<file path="config.mk">
export PLATFORM = sky130hd
export DESIGN_NAME = lcd_bus_scheduler
export DESIGN_NICKNAME = d
export VERILOG_FILES = /design/src/rtl/lcd_pkg.sv /design/src/rtl/lcd_rr_arbiter.sv /design/src/rtl/lcd_bus_scheduler.sv
export SDC_FILE = /design/constraint.sdc
export NUM_CORES = 1
export LEC_CHECK = 0
export CAP_MARGIN = 20
export CORE_MARGIN = 2
export CORE_UTILIZATION = 50
export CTS_CLUSTER_SIZE = 30
export DETAILED_ROUTE_END_ITERATION = 7
export GPL_TIMING_DRIVEN = 1
export PLACE_DENSITY = 0.79
export SLEW_MARGIN = 25
export SYNTH_ARGS = -nofsm -noshare
export SYNTH_HDL_FRONTEND = slang
export SYNTH_SLANG_ARGS = --single-unit
export TNS_END_PERCENT = 20
</file>
<file path="constraint.sdc">
create_clock -name clk -period 3.5 [get_ports clk]
set_clock_uncertainty 0.2 [all_clocks]
set_input_delay 0.525 -clock clk [delete_from_list [all_inputs] [get_ports clk]]
set_output_delay 0.525 -clock clk [all_outputs]
set_load 0.01 [all_outputs]
</file>
<file path="src/rtl/lcd_pkg.sv">
// Shared types and constants for the LCD bus scheduler: FSM state encoding,
// HD44780-style command bytes and the default bus timing.
package lcd_pkg;

    typedef enum logic [1:0] {
        StIdle  = 2'b00,
        StPulse = 2'b01,
        StWait  = 2'b10
    } state_e;

    // Common LCD command bytes
    localparam logic [7:0] CLEAR       = 8'h01;
    localparam logic [7:0] HOME        = 8'h02;
    localparam logic [7:0] HOME_ALT    = 8'h03; // low bit is don't-care for HOME
    localparam logic [7:0] ENTRY_RIGHT = 8'h06;
    localparam logic [7:0] DISP_ON_CUR = 8'h0E;
    localparam logic [7:0] FUNC_2LINE  = 8'h38;
    localparam logic [7:0] CUR_LEFT    = 8'h10;

    // Default timing in clk cycles
    localparam int unsigned DEF_EN_HIGH_CYC   = 50000;
    localparam int unsigned DEF_EN_LOW_CYC    = 50000;
    localparam int unsigned DEF_LONG_WAIT_CYC = 100000;

    function automatic int unsigned max3(input int unsigned a, input int unsigned b,
                                         input int unsigned c);
        int unsigned m;
        m = (a > b) ? a : b;
        return (m > c) ? m : c;
    endfunction

endpackage

</file>
<file path="src/rtl/lcd_rr_arbiter.sv">
// Two-way round-robin arbiter. The requester not granted last wins a tie;
// last_grant only moves when the grant is actually taken.
module lcd_rr_arbiter (
    input  logic       clk,
    input  logic       rst,
    input  logic [1:0] req,
    input  logic       take,
    output logic [1:0] gnt
);

    logic last_grant_q, last_grant_d;

    // One-hot grant: single requester wins outright, a tie goes to the other side
    always_comb begin
        gnt = req;
        if (req == 2'b11) begin
            gnt = last_grant_q ? 2'b01 : 2'b10;
        end
    end

    // Remember the winner only on an accepted grant
    always_comb begin
        last_grant_d = last_grant_q;
        if (take && (gnt != 2'b00)) begin
            last_grant_d = gnt[1];
        end
    end

    // Reset to 1 so requester 0 wins the first tie
    always_ff @(posedge clk) begin
        if (rst) begin
            last_grant_q <= 1'b1;
        end else begin
            last_grant_q <= last_grant_d;
        end
    end

endmodule

</file>
<file path="src/rtl/lcd_bus_scheduler.sv">
// Shares one write-only LCD bus between two requesters. Each accepted transfer
// drives EN high for EN_HIGH_CYC cycles, then holds EN low for the settle time
// before the next grant. Define LCD_LONG_WAIT_EN to give clear/home commands
// the longer LONG_WAIT_CYC settle time.
module lcd_bus_scheduler
    import lcd_pkg::*;
#(
    parameter int unsigned EN_HIGH_CYC   = DEF_EN_HIGH_CYC,
    parameter int unsigned EN_LOW_CYC    = DEF_EN_LOW_CYC,
    parameter int unsigned LONG_WAIT_CYC = DEF_LONG_WAIT_CYC
) (
    input  logic       clk,
    input  logic       rst,
    input  logic       req0,
    input  logic       req1,
    input  logic       rs0,
    input  logic       rs1,
    input  logic [7:0] data0,
    input  logic [7:0] data1,
    output logic       ack0,
    output logic       ack1,
    output logic       busy,
    output logic       EN,
    output logic       RW,
    output logic       RS,
    output logic [7:0] data
);

    localparam int unsigned MaxCyc = max3(EN_HIGH_CYC, EN_LOW_CYC, LONG_WAIT_CYC);
    localparam int unsigned CntW   = (MaxCyc > 1) ? $clog2(MaxCyc) : 1;

    // Terminal counts; the counter stops at these and never wraps
    localparam logic [CntW-1:0] HighLast = CntW'(EN_HIGH_CYC - 1);
    localparam logic [CntW-1:0] LowLast  = CntW'(EN_LOW_CYC - 1);
    localparam logic [CntW-1:0] LongLast = CntW'(LONG_WAIT_CYC - 1);

    state_e          state_q, state_d;
    logic [CntW-1:0] cnt_q, cnt_d;
    logic            rs_q, rs_d;
    logic [7:0]      data_q, data_d;
    logic [1:0]      gnt;
    logic            take;
    logic            long_wait;
    logic [CntW-1:0] wait_last;

    lcd_rr_arbiter u_arb (
        .clk  (clk),
        .rst  (rst),
        .req  ({req1, req0}),
        .take (take),
        .gnt  (gnt)
    );

    // Pick the settle time from the latched transfer
    always_comb begin
`ifdef LCD_LONG_WAIT_EN
        long_wait = !rs_q && ((data_q == CLEAR) || (data_q == HOME) || (data_q == HOME_ALT));
`else
        long_wait = 1'b0;
`endif
        wait_last = long_wait ? LongLast : LowLast;
    end

    // Next-state, counter and latch control
    always_comb begin
        state_d = state_q;
        cnt_d   = cnt_q;
        rs_d    = rs_q;
        data_d  = data_q;
        take    = 1'b0;
        unique case (state_q)
            StIdle: begin
                // rst gates the grant so no ack escapes while reset is held
                if (!rst && (gnt != 2'b00)) begin
                    take    = 1'b1;
                    state_d = StPulse;
                    cnt_d   = '0;
                    rs_d    = gnt[1] ? rs1 : rs0;
                    data_d  = gnt[1] ? data1 : data0;
                end
            end
            StPulse: begin
                if (cnt_q == HighLast) begin
                    state_d = StWait;
                    cnt_d   = '0;
                end else begin
                    cnt_d = cnt_q + CntW'(1);
                end
            end
            StWait: begin
                if (cnt_q == wait_last) begin
                    state_d = StIdle;
                    cnt_d   = '0;
                end else begin
                    cnt_d = cnt_q + CntW'(1);
                end
            end
            default: begin
                state_d = StIdle;
                cnt_d   = '0;
            end
        endcase
    end

    // State, counter and bus latches
    always_ff @(posedge clk) begin
        if (rst) begin
            state_q <= StIdle;
            cnt_q   <= '0;
            rs_q    <= 1'b0;
            data_q  <= 8'h00;
        end else begin
            state_q <= state_d;
            cnt_q   <= cnt_d;
            rs_q    <= rs_d;
            data_q  <= data_d;
        end
    end

    // Outputs decode directly from registered state
    always_comb begin
        ack0 = take & gnt[0];
        ack1 = take & gnt[1];
        busy = (state_q != StIdle);
        EN   = (state_q == StPulse);
        RW   = 1'b0;
        RS   = rs_q;
        data = data_q;
    end

endmodule

</file>
* Word-level counts from Yosys, hierarchy flattened
Index checks and enable logic that the tools add are counted.
** Word-level totals
- Bits in registers :: 29
- Input bits :: 22
- Output and inout bits :: 14
- Word-level logic and storage cells :: 37
** Cells by class
- Add/subtract/negate cells :: 1
- Eq/ne operators :: 7
- Mux-type cells :: 13
- Bitwise operators :: 2
- Reduce and logical (&&, ||, !) cells :: 9
** Operator list (number)
- 2-to-1 mux 17 bit :: 2
- one-hot mux 17 bit (2 select lines) :: 1
- adder 17 x 1 -> 17 bit, second input constant :: 1
- equality test 17 x 16 -> 1 bit, second input constant :: 1
- 2-to-1 mux 2 bit :: 5
- 2-to-1 mux 8 bit :: 1
- one-hot mux 2 bit (3 select lines) :: 1
- equality test 2 bit, second input constant :: 2
- inequality test 2 bit, second input constant :: 2
- nonzero test 2 bit :: 2
- 2-to-1 mux 1 bit :: 3
- AND reduction 3 bit :: 1
- bitwise AND 1 bit :: 2
- equality test 2 x 1 -> 1 bit, second input constant :: 1
- logical AND 1 bit :: 2
- logical NOT 2 bit :: 1
- inequality test 2 x 1 -> 1 bit, second input constant :: 1
- AND reduction 2 bit :: 1
- OR reduction 2 bit :: 1
- logical NOT 1 bit :: 1

* Depth between registers and ports, before layout
Gate-level depths: netlist of run 1.
- Depth after elaboration :: 7
- Depth in mapped cells :: 7
- Gate-level depth less buffers :: 6

* Cells and area by module
A second synthesis of run 1 with hierarchy kept.
** Unflattened totals
- Cells, all modules :: 187
- Area total of the unflattened synthesis :: 1555.2 um^2
** Modules (own cells, without submodules)
- lcd_bus_scheduler :: times used 1, cells each 180, area each 1493.9 um^2, seq. area each 560.5 um^2
- lcd_rr_arbiter :: times used 1, cells each 7, area each 61.3 um^2, seq. area each 20.0 um^2

* Worst setup path before layout of run 1
OpenSTA, ideal clock, no wires.
- Path type :: in2out
- Start :: input req1
- End :: output ack1
- Arrival time :: 1.229 ns
- Required time :: 2.775 ns
- Slack :: 1.546 ns
- Stages on the path :: 3
- Path buffers :: 1
- Cell sequence :: a21boi_1 buf_2 and3_1
** Between the ends
- Cells in the longest elaborated chain, start to end :: 7
** RTL lines
- start, declared :: RTL line lcd_bus_scheduler.sv:15 : input logic req1,
- equality test 2 bit :: RTL line lcd_rr_arbiter.sv:16 : if (req == 2'b11) begin
- 2-to-1 mux 2 bit * :: RTL line lcd_rr_arbiter.sv:16
- nonzero test 2 bit :: RTL line lcd_bus_scheduler.sv:74 : if (!rst && (gnt != 2'b00)) begin
- logical AND 1 bit :: RTL line lcd_bus_scheduler.sv:74
- 2-to-1 mux 1 bit :: RTL line lcd_bus_scheduler.sv:74
- 2-to-1 mux 1 bit :: RTL line lcd_bus_scheduler.sv:71 : unique case (state_q)
- bitwise AND 1 bit * :: RTL line lcd_bus_scheduler.sv:123 : ack1 = take & gnt[1];
- end, declared :: RTL line lcd_bus_scheduler.sv:21 : output logic ack1,
Every way passes the cells marked *; elsewhere a longest branch is shown, timed or not.

* Worst setup path in the final report of run 1
- Start :: input req1
- End :: output ack0
** Between the ends
- Cells in the longest elaborated chain, start to end :: 7
** RTL lines
- equality test 2 bit :: RTL line lcd_rr_arbiter.sv:16
- 2-to-1 mux 2 bit * :: RTL line lcd_rr_arbiter.sv:16
- nonzero test 2 bit :: RTL line lcd_bus_scheduler.sv:74
- logical AND 1 bit :: RTL line lcd_bus_scheduler.sv:74
- 2-to-1 mux 1 bit :: RTL line lcd_bus_scheduler.sv:74
- 2-to-1 mux 1 bit :: RTL line lcd_bus_scheduler.sv:71
- bitwise AND 1 bit * :: RTL line lcd_bus_scheduler.sv:122 : ack0 = take & gnt[0];
- end, declared :: RTL line lcd_bus_scheduler.sv:20 : output logic ack0,
Marked as above.

==> results of run 1 <==
how the worst max path moves through the flow:
stage	start	to	slack (ps)	cells after the start
2_1_floorplan	req1	ack1	1550	3
3_3_place_gp	req1	ack0	800	5
3_5_place_dp	req1	ack0	730	5
4_1_cts	req1	ack0	720	5
5_1_grt	req1	ack0	640	5
6_report	req1	ack0	730	5
flip-flops by register name, summed over array words and instances, names as in the netlist:
name and count:
data 8, state_q 2, RS 1, u_arb.last_grant_q 1, cnt_q 17
worst max-delay path: stages:
cell             delay, ps
clkdlybuf4s50_1        510
a21boi_1               230
buf_4                  240
nor2_1                  60
clkdlybuf4s50_1        470
stage by stage:
stage	worst slack [ps]	total power [W]	hold slack, ps
2_1_floorplan	1546	0.0005697	238.2
6_report	729.3	0.0009278	281.9
4_1_cts	721.5	0.0009329	285.4
3_3_place_gp	795.2	0.0006898	259.0
5_1_grt	640.8	0.0009780	302.7
3_5_place_dp	729.1	0.0007017	264.1
routing by layer:
layer / global-route usage / vias up
met2: 0.3973 / 40
li1: - / 788
met5: 0 / -
met1: 0.2794 / 743
met4: 0.1033 / 0
met3: 0.06625 / 10
synthesized netlist by cell type, types with 3 or more instances:
master | count | area share
o21ai_0 | 5 | 0.015
a31o_1 | 9 | 0.047
nor3_1 | 3 | 0.0089
or4_1 | 5 | 0.022
nand2_1 | 19 | 0.042
inv_1 | 4 | 0.0089
clkbuf_1 | 5 | 0.011
a31oi_1 | 4 | 0.015
or3_1 | 3 | 0.011
buf_4 | 3 | 0.013
buf_2 | 4 | 0.012
o31ai_1 | 3 | 0.013
o21ai_1 | 3 | 0.0089
a21oi_1 | 13 | 0.039
ha_1 | 5 | 0.037
nand4_1 | 10 | 0.037
dfxtp_1 | 29 | 0.34
mux2i_1 | 10 | 0.059
nor2_1 | 15 | 0.033
power by group through the flow:
| stage | logic (W) | clock network (W) | registers (W) |
|---|---|---|---|
| 6_report | 0.000316 | 0.000233 | 0.000379 |
| 3_3_place_gp | 0.000305 | 0 | 0.000385 |
| 2_1_floorplan | 0.000175 | 0 | 0.000394 |
| 4_1_cts | 0.000317 | 0.000237 | 0.000379 |
| 5_1_grt | 0.000346 | 0.000250 | 0.000382 |
| 3_5_place_dp | 0.000315 | 0 | 0.000387 |
cell type report:
cell class | count | area (µm²) | share of cell area
multi-input combinational | 147 | 1011 | 0.4812
sequential | 29 | 580.6 | 0.2764
timing repair buffer | 37 | 362.8 | 0.1727
clock buffer | 7 | 65.06 | 0.03097
tap | 46 | 57.56 | 0.02740
inverter | 5 | 18.77 | 0.008934
clock inverter | 1 | 5.005 | 0.002382
kinds of logic after synthesis:
family                     count (synthesis)
xor gates and xnor gates                   2
and+or+nand+nor                           79
muxes                                     10
buffers and inverters                     18
other                                      1
DFF                                       29
AOI/OAI and AO/OA                         50
adders and majority gates                  5
==> qor.yml, run 1 <==
run_status:
  status: "completed"
critical_path:
  critPathArrivalTime_ps: 2050
  reg2reg_depth: 5
  r2r_slack_ps: 1020
  crit_type: "in2out"
  worst_r2r_endpoint: "cnt_q[14]"
  regToRegStartpoint: "cnt_q[0]"
  end_kind: "output pin"
  crit_fanout: 10
  crit_required_ps: 2770
  worstSetupStartpointType: "primary input"
floorplanning:
  rows: 21
  ios: 36
  start_util: 0.5124
  die-area_mm2: 0.003846
  coreArea_mm2: 0.003284
  die_w_um: 62.02
  fp.dieH_um: 62.02
drt:
  drt_iter0_markers: 164
  met1Wirelength_mm: 1.744
  viasPerCell: 5.813
  drc: 0
  vias: 1581
  antenna_left: 0
  met3WireLength_um: 163
  highest_layer: "met4"
  wl_met2_mm: 2.106
  drt-total-wl_mm: 4.105
  dr.pass1.iters: 7
  post_drt_wl_per_cell_um: 15.09
logic_synthesis:
  synthArstFlopShare: 0
  yosysSeqAreaShare: 0.3450
  muxShareOfSynthArea: 0.05948
  synthFlopType: "dfxtp_1"
  synth_adder_area_share: 0.03717
  ys_ff_latch: 29
  synth_top_family_by_area: "simple AND/OR/NAND/NOR gates"
  synth_area_per_cell_um2: 8.675
  synth_compound_area_frac: 0.2164
  synthSimpleGateAreaFrac: 0.2751
  syn-num-nets: 221
  synth_cell_type_count: 52
  synth_area_mm2: 0.001683
  synth_warnings: 0
  synth_cells: 194
  synth_edf_count: 0
  synthXorXnorAreaFrac: 0.01041
hold_path:
  hp-start: "data[1]"
  hp-class: "reg2reg"
  min_to: "data[1]"
  min_delay_path_depth: 1
sta:
  grt_setup_unrepaired: "no"
  setup-violations-final: 0
  worst_pin_slew_ps: 837.2
  slew-limit-headroom: 0.4398
  report.final.slew_viol_count: 0
  setup_tns_ps: 0
  fmax_mhz: 360.9
  final-hold-violation-count: 0
  layout_min_cycle_time_ps: 2771
  finalCritPeriodShare: 0.7916
placement:
  postPlaceCellArea_mm2: 0.002031
  routabilityCongestion: 0.8761
  io_buffers: 34
  hpwl_mm: 3.018
  dp_cells: 264
final_layout:
  fillers: 299
  drive_above_1_share: 0.09735
  final_nets: 252
  final_cell_mix: "34 x clkdlybuf4s50_1, 29 x dfxtp_1, 19 x nand2_1"
  n_antenna_cell: 0
  stdcell_count: 272
  fin_area_mm2: 0.002101
  final_common_cell: "clkdlybuf4s50_1"
  fin_util: 0.6396
  area_growth_syn_to_layout_pct: 24.83
grt:
  grt_pass1_vias: 1470
  antenna_found_initial: 0
  grt_pass1_wl_mm: 6.624
  grt_max_degree: 20
  grtUsageTotal: 0.2362
  gr-total-overflow: 0
cts:
  path_clk_slew_ps: 90
  ctsResizeCount: 0
  htreeDepth: 2
  hold_buffers: 0
  cts_tree: "yes"
  cts_buffers: 5
  clockBufferDepth: 2
  cts.sinks: 29
  postCtsSetupRepairBufs: 0
  cts-root-buf: "clkbuf_4"
  worstSkewPairLatency_ps: 340
pwr:
  p_per_area_mw_per_mm2: 441.6
  power_frac_seq: 0.409
  p_sw_w: 0.0003035
  p_leak_nw: 0.7153
  power.share.combinational: 0.340
  irDropWorstVdd_uv: 286.8
  p_sw_frac: 0.3271
  p_int_w: 0.0006243
  clkPwrFrac: 0.251
flow_run:
  max_cap_viol_count: 0
Power figures use the tool's default switching activity.
==> run 2, diff against run 1 <==
--- a/config.mk
+++ b/config.mk
@@ -7,11 +7,11 @@
 export LEC_CHECK = 0
 export CAP_MARGIN = 20
 export CORE_MARGIN = 2
-export CORE_UTILIZATION = 50
+export CORE_UTILIZATION = 45
 export CTS_CLUSTER_SIZE = 30
 export DETAILED_ROUTE_END_ITERATION = 7
 export GPL_TIMING_DRIVEN = 1
-export PLACE_DENSITY = 0.79
+export PLACE_DENSITY = 0.75
 export SLEW_MARGIN = 25
 export SYNTH_ARGS = -nofsm -noshare
 export SYNTH_HDL_FRONTEND = slang
==> constraint.sdc (replaced) <==
create_clock -name clk -period 2.3 [get_ports clk]
set_clock_uncertainty 0.2 [all_clocks]
set_input_delay 0.345 -clock clk [delete_from_list [all_inputs] [get_ports clk]]
set_output_delay 0.345 -clock clk [all_outputs]
set_load 0.01 [all_outputs]
==> run 2 against run 1 <==
Effect of this change:
- hold slack worse by 11 ps
- via count is 2.7% higher
- sequential share of layout area is 1.5 points lower
- clock-buffer cell count is 1 higher
- setup slack worse by 600 ps
- sequential power is 53% higher
- total power is 61% higher
- critical endpoint is now busy
- highest routed layer unchanged
==> qor.yml, run 2 (synthesis results as in run 1) <==
sta:
  setup-violations-final: 0
  fmax_mhz: 460.7
  final-hold-violation-count: 0
  grt_setup_unrepaired: "no"
  hold_ws_ps: 271.0
  layout_min_cycle_time_ps: 2170
  setup_tns_ps: 0
  finalCritPeriodShare: 0.9436
  report.final.slew_viol_count: 0
final_layout:
  n_antenna_cell: 0
  area_growth_syn_to_layout_pct: 32.12
  final_common_cell: "clkdlybuf4s50_1"
  fin_area_mm2: 0.002223
  top_register: "cnt_q"
  final_cell_mix: "31 x clkdlybuf4s50_1, 29 x dfxtp_1, 19 x nand2_1"
  final_nets: 264
  largest_register_ffs: 17
  fillers: 328
  drive_above_1_share: 0.1387
critical_path:
  critical-path-slowest-cell: "clkdlybuf4s50_1"
  crit_fanout: 6
  crit_type: "reg2out"
  max_stage_delay_ps: 550
  path_cells: "inv_1 > ha_4 > inv_2 > clkdlybuf4s50_1"
  crit_required_ps: 1750
  critPathArrivalTime_ps: 1630
  worstSetupStartpointType: "flip-flop"
  end_kind: "output pin"
cts:
  htreeDepth: 2
  cts_tree: "yes"
  worstSkewPairLatency_ps: 280
  clockBufferDepth: 2
  postCtsSetupRepairBufs: 0
  cts-root-buf: "clkbuf_8"
  cts.sinks: 29
  path_clk_slew_ps: 60
  cts_buffers: 5
grt:
  grt_max_degree: 20
  gr-total-overflow: 0
  grtUsageTotal: 0.2128
  antenna_found_initial: 0
  grt_pass1_vias: 1541
  grt_pass1_wl_mm: 6.975
floorplanning:
  start_util: 0.4632
  die_w_um: 65.16
  ios: 36
  rows: 22
  coreArea_mm2: 0.003633
  die-area_mm2: 0.004245
  fp.dieH_um: 65.16
drt:
  drc: 0
  drt-total-wl_mm: 4.074
  viasPerCell: 5.675
  dr.pass1.iters: 4
  post_drt_wl_per_cell_um: 14.24
  vias: 1623
  antenna_left: 0
  drt_iter0_markers: 70
flow_run:
  max_cap_viol_count: 0
run_status:
  status: "completed"
pwr:
  p_leak_nw: 0.8023
  irDropWorstVdd_uv: 329.8
  p_per_area_mw_per_mm2: 672.9
  p_total_w: 0.001496
placement:
  postPlaceCellArea_mm2: 0.002123
  routabilityCongestion: 0.8847
  hpwl_mm: 3.000
  io_buffers: 34
hold_path:
  hp-class: "reg2reg"
==> run 2: stage by stage <==
step | setup WS [ps] | util | cells
final | 129.6 | 0.6119 | 286
after global routing | 43.16 | 0.6119 | 286
after CTS | 14.37 | 0.6078 | 286
after detailed placement | -59.08 | 0.5844 | 278
after global placement | -27.69 | 0.5844 | 278
after floorplan | 533.9 | - | 194
==> run 2: path summary, 6_finish.rpt <==
kind         startpoint  depth (start not counted)  endpoint  slack (ps)
min             data[4]                          1   data[4]         270
min reg2reg     data[4]                          1   data[4]         270
max          state_q[1]                          4      busy         130
max reg2reg    cnt_q[0]                          5  cnt_q[8]         370
==> run 2: cell type report <==
class,count,area [µm²],share of cell area
well taps,48,60.06,0.02701
repair buffers,49,456.7,0.2054
multi-input cells,147,1027,0.4620
inverters,5,18.77,0.008441
flip-flops and latches,29,580.6,0.2611
clock buffers,8,80.08,0.03602
==> run 2: report_power, final <==
part	internal (W)	switching [W]	total, W
sequential	0.000550	0.0000282	0.000578
combinational	0.000259	0.000262	0.000522
clock	0.000214	0.000182	0.000397
==> run 2: timing repair <==
| item | in CTS | in global routing |
|---|---|---|
| endpoints found under the hold margin | 0 | 0 |
| pin swaps | 0 | 0 |
| resized for setup | 3 | 3 |
| hold buffers | 0 | 0 |
| endpoints found under the setup margin | 2 | 1 |
==> run 2: metal layers <==
metal / wire length (µm) / vias up / track usage
li1: - / 816 / -
met1: 1944 / 783 / 0.2691
met2: 1960 / 17 / 0.3454
met3: 88 / 7 / 0.04795
met4: 80 / 0 / 0.09896
met5: 0 / - / 0
==> run 2: critical path, delay by kind of cell (launching register included) <==
family	cells	cell delay [ps]
fa+ha+maj	1	200
buf+inv	3	780
flops	1	370
==> variant 1, RTL diff (config.mk and constraints of run 1) <==
`data_q` no longer has a reset.
--- a/src/rtl/lcd_bus_scheduler.sv
+++ b/src/rtl/lcd_bus_scheduler.sv
@@ -108,13 +108,15 @@
             state_q <= StIdle;
             cnt_q   <= '0;
             rs_q    <= 1'b0;
-            data_q  <= 8'h00;
         end else begin
             state_q <= state_d;
             cnt_q   <= cnt_d;
             rs_q    <= rs_d;
-            data_q  <= data_d;
         end
+    end
+
+    always_ff @(posedge clk) begin
+        data_q <= data_d;
     end
 
     // Outputs decode directly from registered state
Formal check against the unedited RTL: differs if rst is asserted again (counterexample within 4 cycles, from zero or initial values and one cycle with rst high); with rst held inactive, the same outputs for 10 cycles.
==> variant 1 against run 1 <==
Die area is 5.4% lower. Final area is 3.6% lower. Synthesized area is 5.8% lower. Critical endpoint unchanged. Largest cell class unchanged. Combinational power decreased by 21%. Sequential cell count stayed put. Hold slack gained 0.0020 ns. Highest routed layer unchanged. Clock power decreased by 19%. Routed wire length is 6.4% lower. Count of clock-buffer cells in the layout decreased by 2. Total power is 11% lower. Setup slack lost 0.24 ns.
==> variant 1: results (changes against run 1) <==
| Metric | Value |
|---|---|
| Number of global-route vias before repair | `1,378 (-6.3%)` |
| Worst-Skew Late Latency | `approximately 0.33 ns` |
| DR WL/cell | `15.3 um (+1.4%)` |
| Worst path max stage delay | `0.59 ns (+0.08 ns)` |
| CTS buffer count | `5 (unchanged)` |
| Total GRT Usage | `0.229 (-0.00741)` |
| Largest net degree at the start of global routing | `13 (-35%)` |
| CP Max Fanout | `6 (-4)` |
| Synth top area cells | `dfxtp_1 27%, edfxtp_1 15%, mux2_2 6.4%` |
| Yosys cell types | `48 (-7.7%)` |
| Post-synthesis sequential area ratio | `0.417 (+0.0718)` |
| Post-CTS sizing | `0 (unchanged)` |
| Synthesized Nets | `193 (-13%)` |
| Share of layout cells above drive strength 1 | `0.140 (+0.0428)` |
| Initial DRC Count | `49 (-70%)` |
| Crit path max-delay family | `buffers and inverters` |
| CP arrival | `2.29 ns (+0.24 ns)` |
| Initial antenna violation count | `0 (unchanged)` |
| Number of flops mapped to enable cells by yosys | `8 (+8)` |
| Outcome | `complete, no violations` |
| Met3 wire len | `341 um (+110%)` |
| Vias after detailed routing | `1,474 (-6.8%)` |
| Top post-synthesis cells by count | `21 x dfxtp_1, 14 x nand2_1, 13 x a21oi_1` |
| Peak VDD IR | `258 uV (-10%)` |
| DR top layer | `met4` |
| Placer Congestion | `0.819 (-6.6%)` |
| M1 wire length | `1590 um (-8.6%)` |
| Switching Fraction | `0.318 (-0.00876)` |
| Max reg flops | `17 (unchanged)` |
| Met2 WL | `1850 um (-12%)` |
| Placed Instance Area | `1980 um2 (-2.7%)` |
| Postcts setup bufs | `0 (unchanged)` |
| First-pass DRT Iterations | `5 (-2)` |
| CTS clk-pin slew, worst paths | `0.09 ns (about the same)` |
| Leakage | `0.694 nW (-3.0%)` |
| First-pass GRT wire length | `6040 um (-8.9%)` |
| Longest Clk Path Bufs | `2 (unchanged)` |
| DP HPWL | `2910 um (-3.5%)` |
| IO buf count | `34 (unchanged)` |
| Htree depth | `2 (unchanged)` |
| Final Net Count | `233 (-7.5%)` |
| Antenna cells | `0 (unchanged)` |
| Fillers | `249 (-17%)` |
| Post-Place Worst Slack | `0.511 ns (-0.218 ns)` |
variant 1: changes by cell type in the layout (fill, tap and decap cells not counted), moves of 4 or more:
| cell | change |
|---|---|
| inv_1 | +5 |
| a31oi_1 | -4 |
| o21ai_0 | +7 |
| a31o_1 | -9 |
| mux2i_1 | -8 |
| mux2_2 | +9 |
| nand2_1 | -5 |
| edfxtp_1 | +8 |
| nand3_1 | +5 |
| nand4_1 | -6 |
| nor2_1 | -8 |
| dfxtp_1 | -8 |
variant 1: worst paths after layout:
path              startpoint   endpoint  slack (ns)  cells past startpoint
setup reg to reg  state_q[0]  cnt_q[16]        1.37                      6
hold / removal      cnt_q[1]   cnt_q[1]        0.28                      2
setup / recovery        req1       ack0        0.49                      5
hold reg to reg     cnt_q[1]   cnt_q[1]        0.28                      2
variant 1: layout make-up:
type	instances	area, um2	share of cell area
multi-input cells	123	856	0.422
flip-flops and latches	29	661	0.326
repair buffers	38	370	0.183
well taps	44	55.1	0.0272
clock buffers	5	37.5	0.0185
inverters	9	33.8	0.0167
clock inverters	3	12.5	0.00618
variant 1: cell families (layout without fill, tap and decap cells):
kind of cell             count (synthesis)  in the layout  synth area share
flip-flops                              29             29             0.417
other                                    1              1           0.00237
multiplexers                            11             11            0.0766
AO/OA/AOI/OAI                           44             44             0.185
AND/OR/NAND/NOR                         59             59             0.219
XOR/XNOR                                 3              3            0.0166
adder cells (fa/ha/maj)                  5              5            0.0395
buffers and inverters                   14             55            0.0434
variant 1: power by group through the flow:
stage | logic, W | clock network [W] | registers, W
floorplan | 0.000128 | 0 | 0.000398
global placement | 0.000239 | 0 | 0.000390
detailed placement | 0.000250 | 0 | 0.000393
CTS | 0.000251 | 0.000197 | 0.000386
global route | 0.000272 | 0.000209 | 0.000388
finish | 0.000251 | 0.000189 | 0.000385
variant 1: worst reg2reg max path, stage by stage (launching register included):
cell and delay (ns):
dfxtp_1 0.37, inv_1 0.10, ha_1 0.28, inv_1 0.25
o2111ai_2 0.25, or4_1 0.46, a21oi_1 0.16
variant 1: per-layer routing:
layer | vias to the layer above | GRT usage
met3 | 8 | 0.0866
met4 | 0 | 0.102
met5 | - | 0
li1 | 708 | -
met2 | 71 | 0.379
met1 | 687 | 0.263
variant 1: per-stage QoR:
stage	cells	total power [W]	hold slack [ns]
final	251	0.000825	0.284
after CTS	251	0.000833	0.281
after global placement	243	0.000630	0.259
after detailed placement	243	0.000643	0.268
after global routing	251	0.000868	0.297
after floorplan	166	0.000526	0.249
==> variant 2, RTL diff (config.mk and constraints of run 1) <==
Made on the original files. `DEF_EN_LOW_CYC`: 50000 -> 25000.
--- a/src/rtl/lcd_pkg.sv
+++ b/src/rtl/lcd_pkg.sv
@@ -19,7 +19,7 @@
 
     // Default timing in clk cycles
     localparam int unsigned DEF_EN_HIGH_CYC   = 50000;
-    localparam int unsigned DEF_EN_LOW_CYC    = 50000;
+    localparam int unsigned DEF_EN_LOW_CYC    = 25000;
     localparam int unsigned DEF_LONG_WAIT_CYC = 100000;
 
     function automatic int unsigned max3(input int unsigned a, input int unsigned b,
Behaviour: same outputs for any inputs over 10 cycles, from zero or initial values and one cycle with rst high; that may be too few to reach the edited logic, so the function may still have changed.
==> variant 2 against run 1 <==
Setup slack got worse by 0.13 ns. Sequential power is 5.5% higher. Non-clock buffer count is the same. Critical path depth is the same. Sequential cell count unchanged. Synthesized area down 5.6%. Via count down 9.9%. Largest cell class unchanged. Sequential share of layout area up 1.2 points. Combinational power up 21%. Final area shrank 4.3%. Highest routed layer unchanged. Total power increased by 9.1%. Routed wire length is 11% lower.
==> variant 2: results (changes against run 1) <==
| Metric | Value |
|---|---|
| CP arrival | `2.17 ns (+0.12 ns)` |
| Leakage | `0.739 nW (+3.3%)` |
| Hold EP | `RS` |
| Outcome | `complete, no violations` |
| Worst-Skew Late Latency | `0.32 ns (-0.02 ns)` |
| Placed Instance Area | `1940 um2 (-4.4%)` |
| Placed cell count | `245 (-7.2%)` |
| Hold_sp | `RS` |
| Synth top area cells | `dfxtp_1 37%, mux2i_1 6.3%, xor2_1 5.5%` |
| FF-to-FF End | `cnt_q[9]` |
| Syn avg cell area | `9.13 um2 (+5.3%)` |
| CP Max Fanout | `6 (-4)` |
| Worst path max stage delay | `0.48 ns (-0.03 ns)` |
| Post-synthesis sequential area ratio | `0.365 (+0.0204)` |
| Placer Congestion | `0.908 (+3.7%)` |
| P_int | `0.000676 W (+8.3%)` |
| Initial DRC Count | `102 (-38%)` |
| Final wirelength | `3650 um (-11%)` |
| Largest net degree at the start of global routing | `21 (+5.0%)` |
| WHS Path Cells | `2 (+1)` |
| Slew margin rel. | `0.625 (+0.185)` |
| Top post-synthesis cells by count | `29 x dfxtp_1, 17 x nor2_1, 11 x nand2_1, 11 x nand3b_1` |
| Share of layout cells above drive strength 1 | `0.100 (+0.00313)` |
| Synthesized Nets | `200 (-9.5%)` |
| Yosys cell types | `46 (-12%)` |
| Vias after detailed routing | `1,424 (-9.9%)` |
| Peak VDD IR | `236 uV (-18%)` |
| Total GRT Usage | `0.225 (-0.0112)` |
| DP HPWL | `2720 um (-9.7%)` |
| Worst reg2reg path depth | `6 (+1)` |
[variant 2: changes by cell type after synthesis, moves of 3 or more]
cell      change
nand3_1       +6
nand3b_1      +9
nor3_1        -3
and2_1        +3
xor2_1       +10
o21ai_0       +4
a21oi_1       -8
o31ai_1       -3
or4_1         -3
a31o_1        -9
nand2_1       -8
[variant 2: worst max-delay path by stage]
| stage | cells past startpoint | start | to | slack [ns] |
|---|---|---|---|---|
| after floorplan | 5 | rst | ack0 | 1.39 |
| after global placement | 6 | rst | ack0 | 0.71 |
| after detailed placement | 5 | req0 | ack1 | 0.62 |
| after CTS | 5 | req0 | ack1 | 0.62 |
| after global routing | 5 | req0 | ack1 | 0.50 |
| final | 5 | req1 | ack1 | 0.60 |
[variant 2: metal layers]
layer,track usage,share of wire,wire length [um]
met1,0.232,0.42,1530
met2,0.390,0.48,1750
met3,0.0832,0.069,251
met4,0.133,0.031,112
met5,0,0,0
[variant 2: power by group through the flow]
| stage | Clock [W] | Sequential [W] | Combinational, W |
|---|---|---|---|
| after floorplan | 0 | 0.000415 | 0.000217 |
| after global placement | 0 | 0.000403 | 0.000363 |
| after detailed placement | 0 | 0.000406 | 0.000378 |
| after CTS | 0.000240 | 0.000399 | 0.000380 |
| after global routing | 0.000260 | 0.000405 | 0.000411 |
| final | 0.000232 | 0.000400 | 0.000381 |
[variant 2: logic make-up (layout without fill, tap and decap cells)]
group / after synthesis / count (layout) / synth area share
xor gates and xnor gates: 11 / 11 / 0.0606
and+or+nand+nor: 75 / 75 / 0.294
adders and majority gates: 4 / 4 / 0.0315
DFF: 29 / 29 / 0.365
other: 1 / 1 / 0.00236
muxes: 10 / 10 / 0.0630
AOI/OAI and AO/OA: 29 / 29 / 0.129
buffers and inverters: 15 / 50 / 0.0535
[variant 2: area by class of cell]
cell class	count	area [um2]
Sequential cell	29	581
Inverter	5	18.8
Tap cell	44	55.1
Timing Repair Buffer	37	363
Clock inverter	1	5.00
Multi-Input combinational cell	130	923
Fill cell	268	1020
Clock buffer	7	65.1
[variant 2: worst reg2reg max path: stages (launching register included)]
cell	delay, ns
dfxtp_1	0.39
ha_1	0.25
and4b_1	0.26
nand4_1	0.22
a32o_2	0.35
o21bai_4	0.29
nor2_1	0.11
[variant 2: through the flow]
| step | util | power (W) | hold slack [ns] |
|---|---|---|---|
| after floorplan | - | 0.000633 | 0.230 |
| after global placement | 0.641 | 0.000767 | 0.251 |
| after detailed placement | 0.641 | 0.000784 | 0.277 |
| after global routing | 0.664 | 0.00108 | 0.322 |
| final | 0.664 | 0.00101 | 0.297 |
| after CTS | 0.664 | 0.00102 | 0.299 |
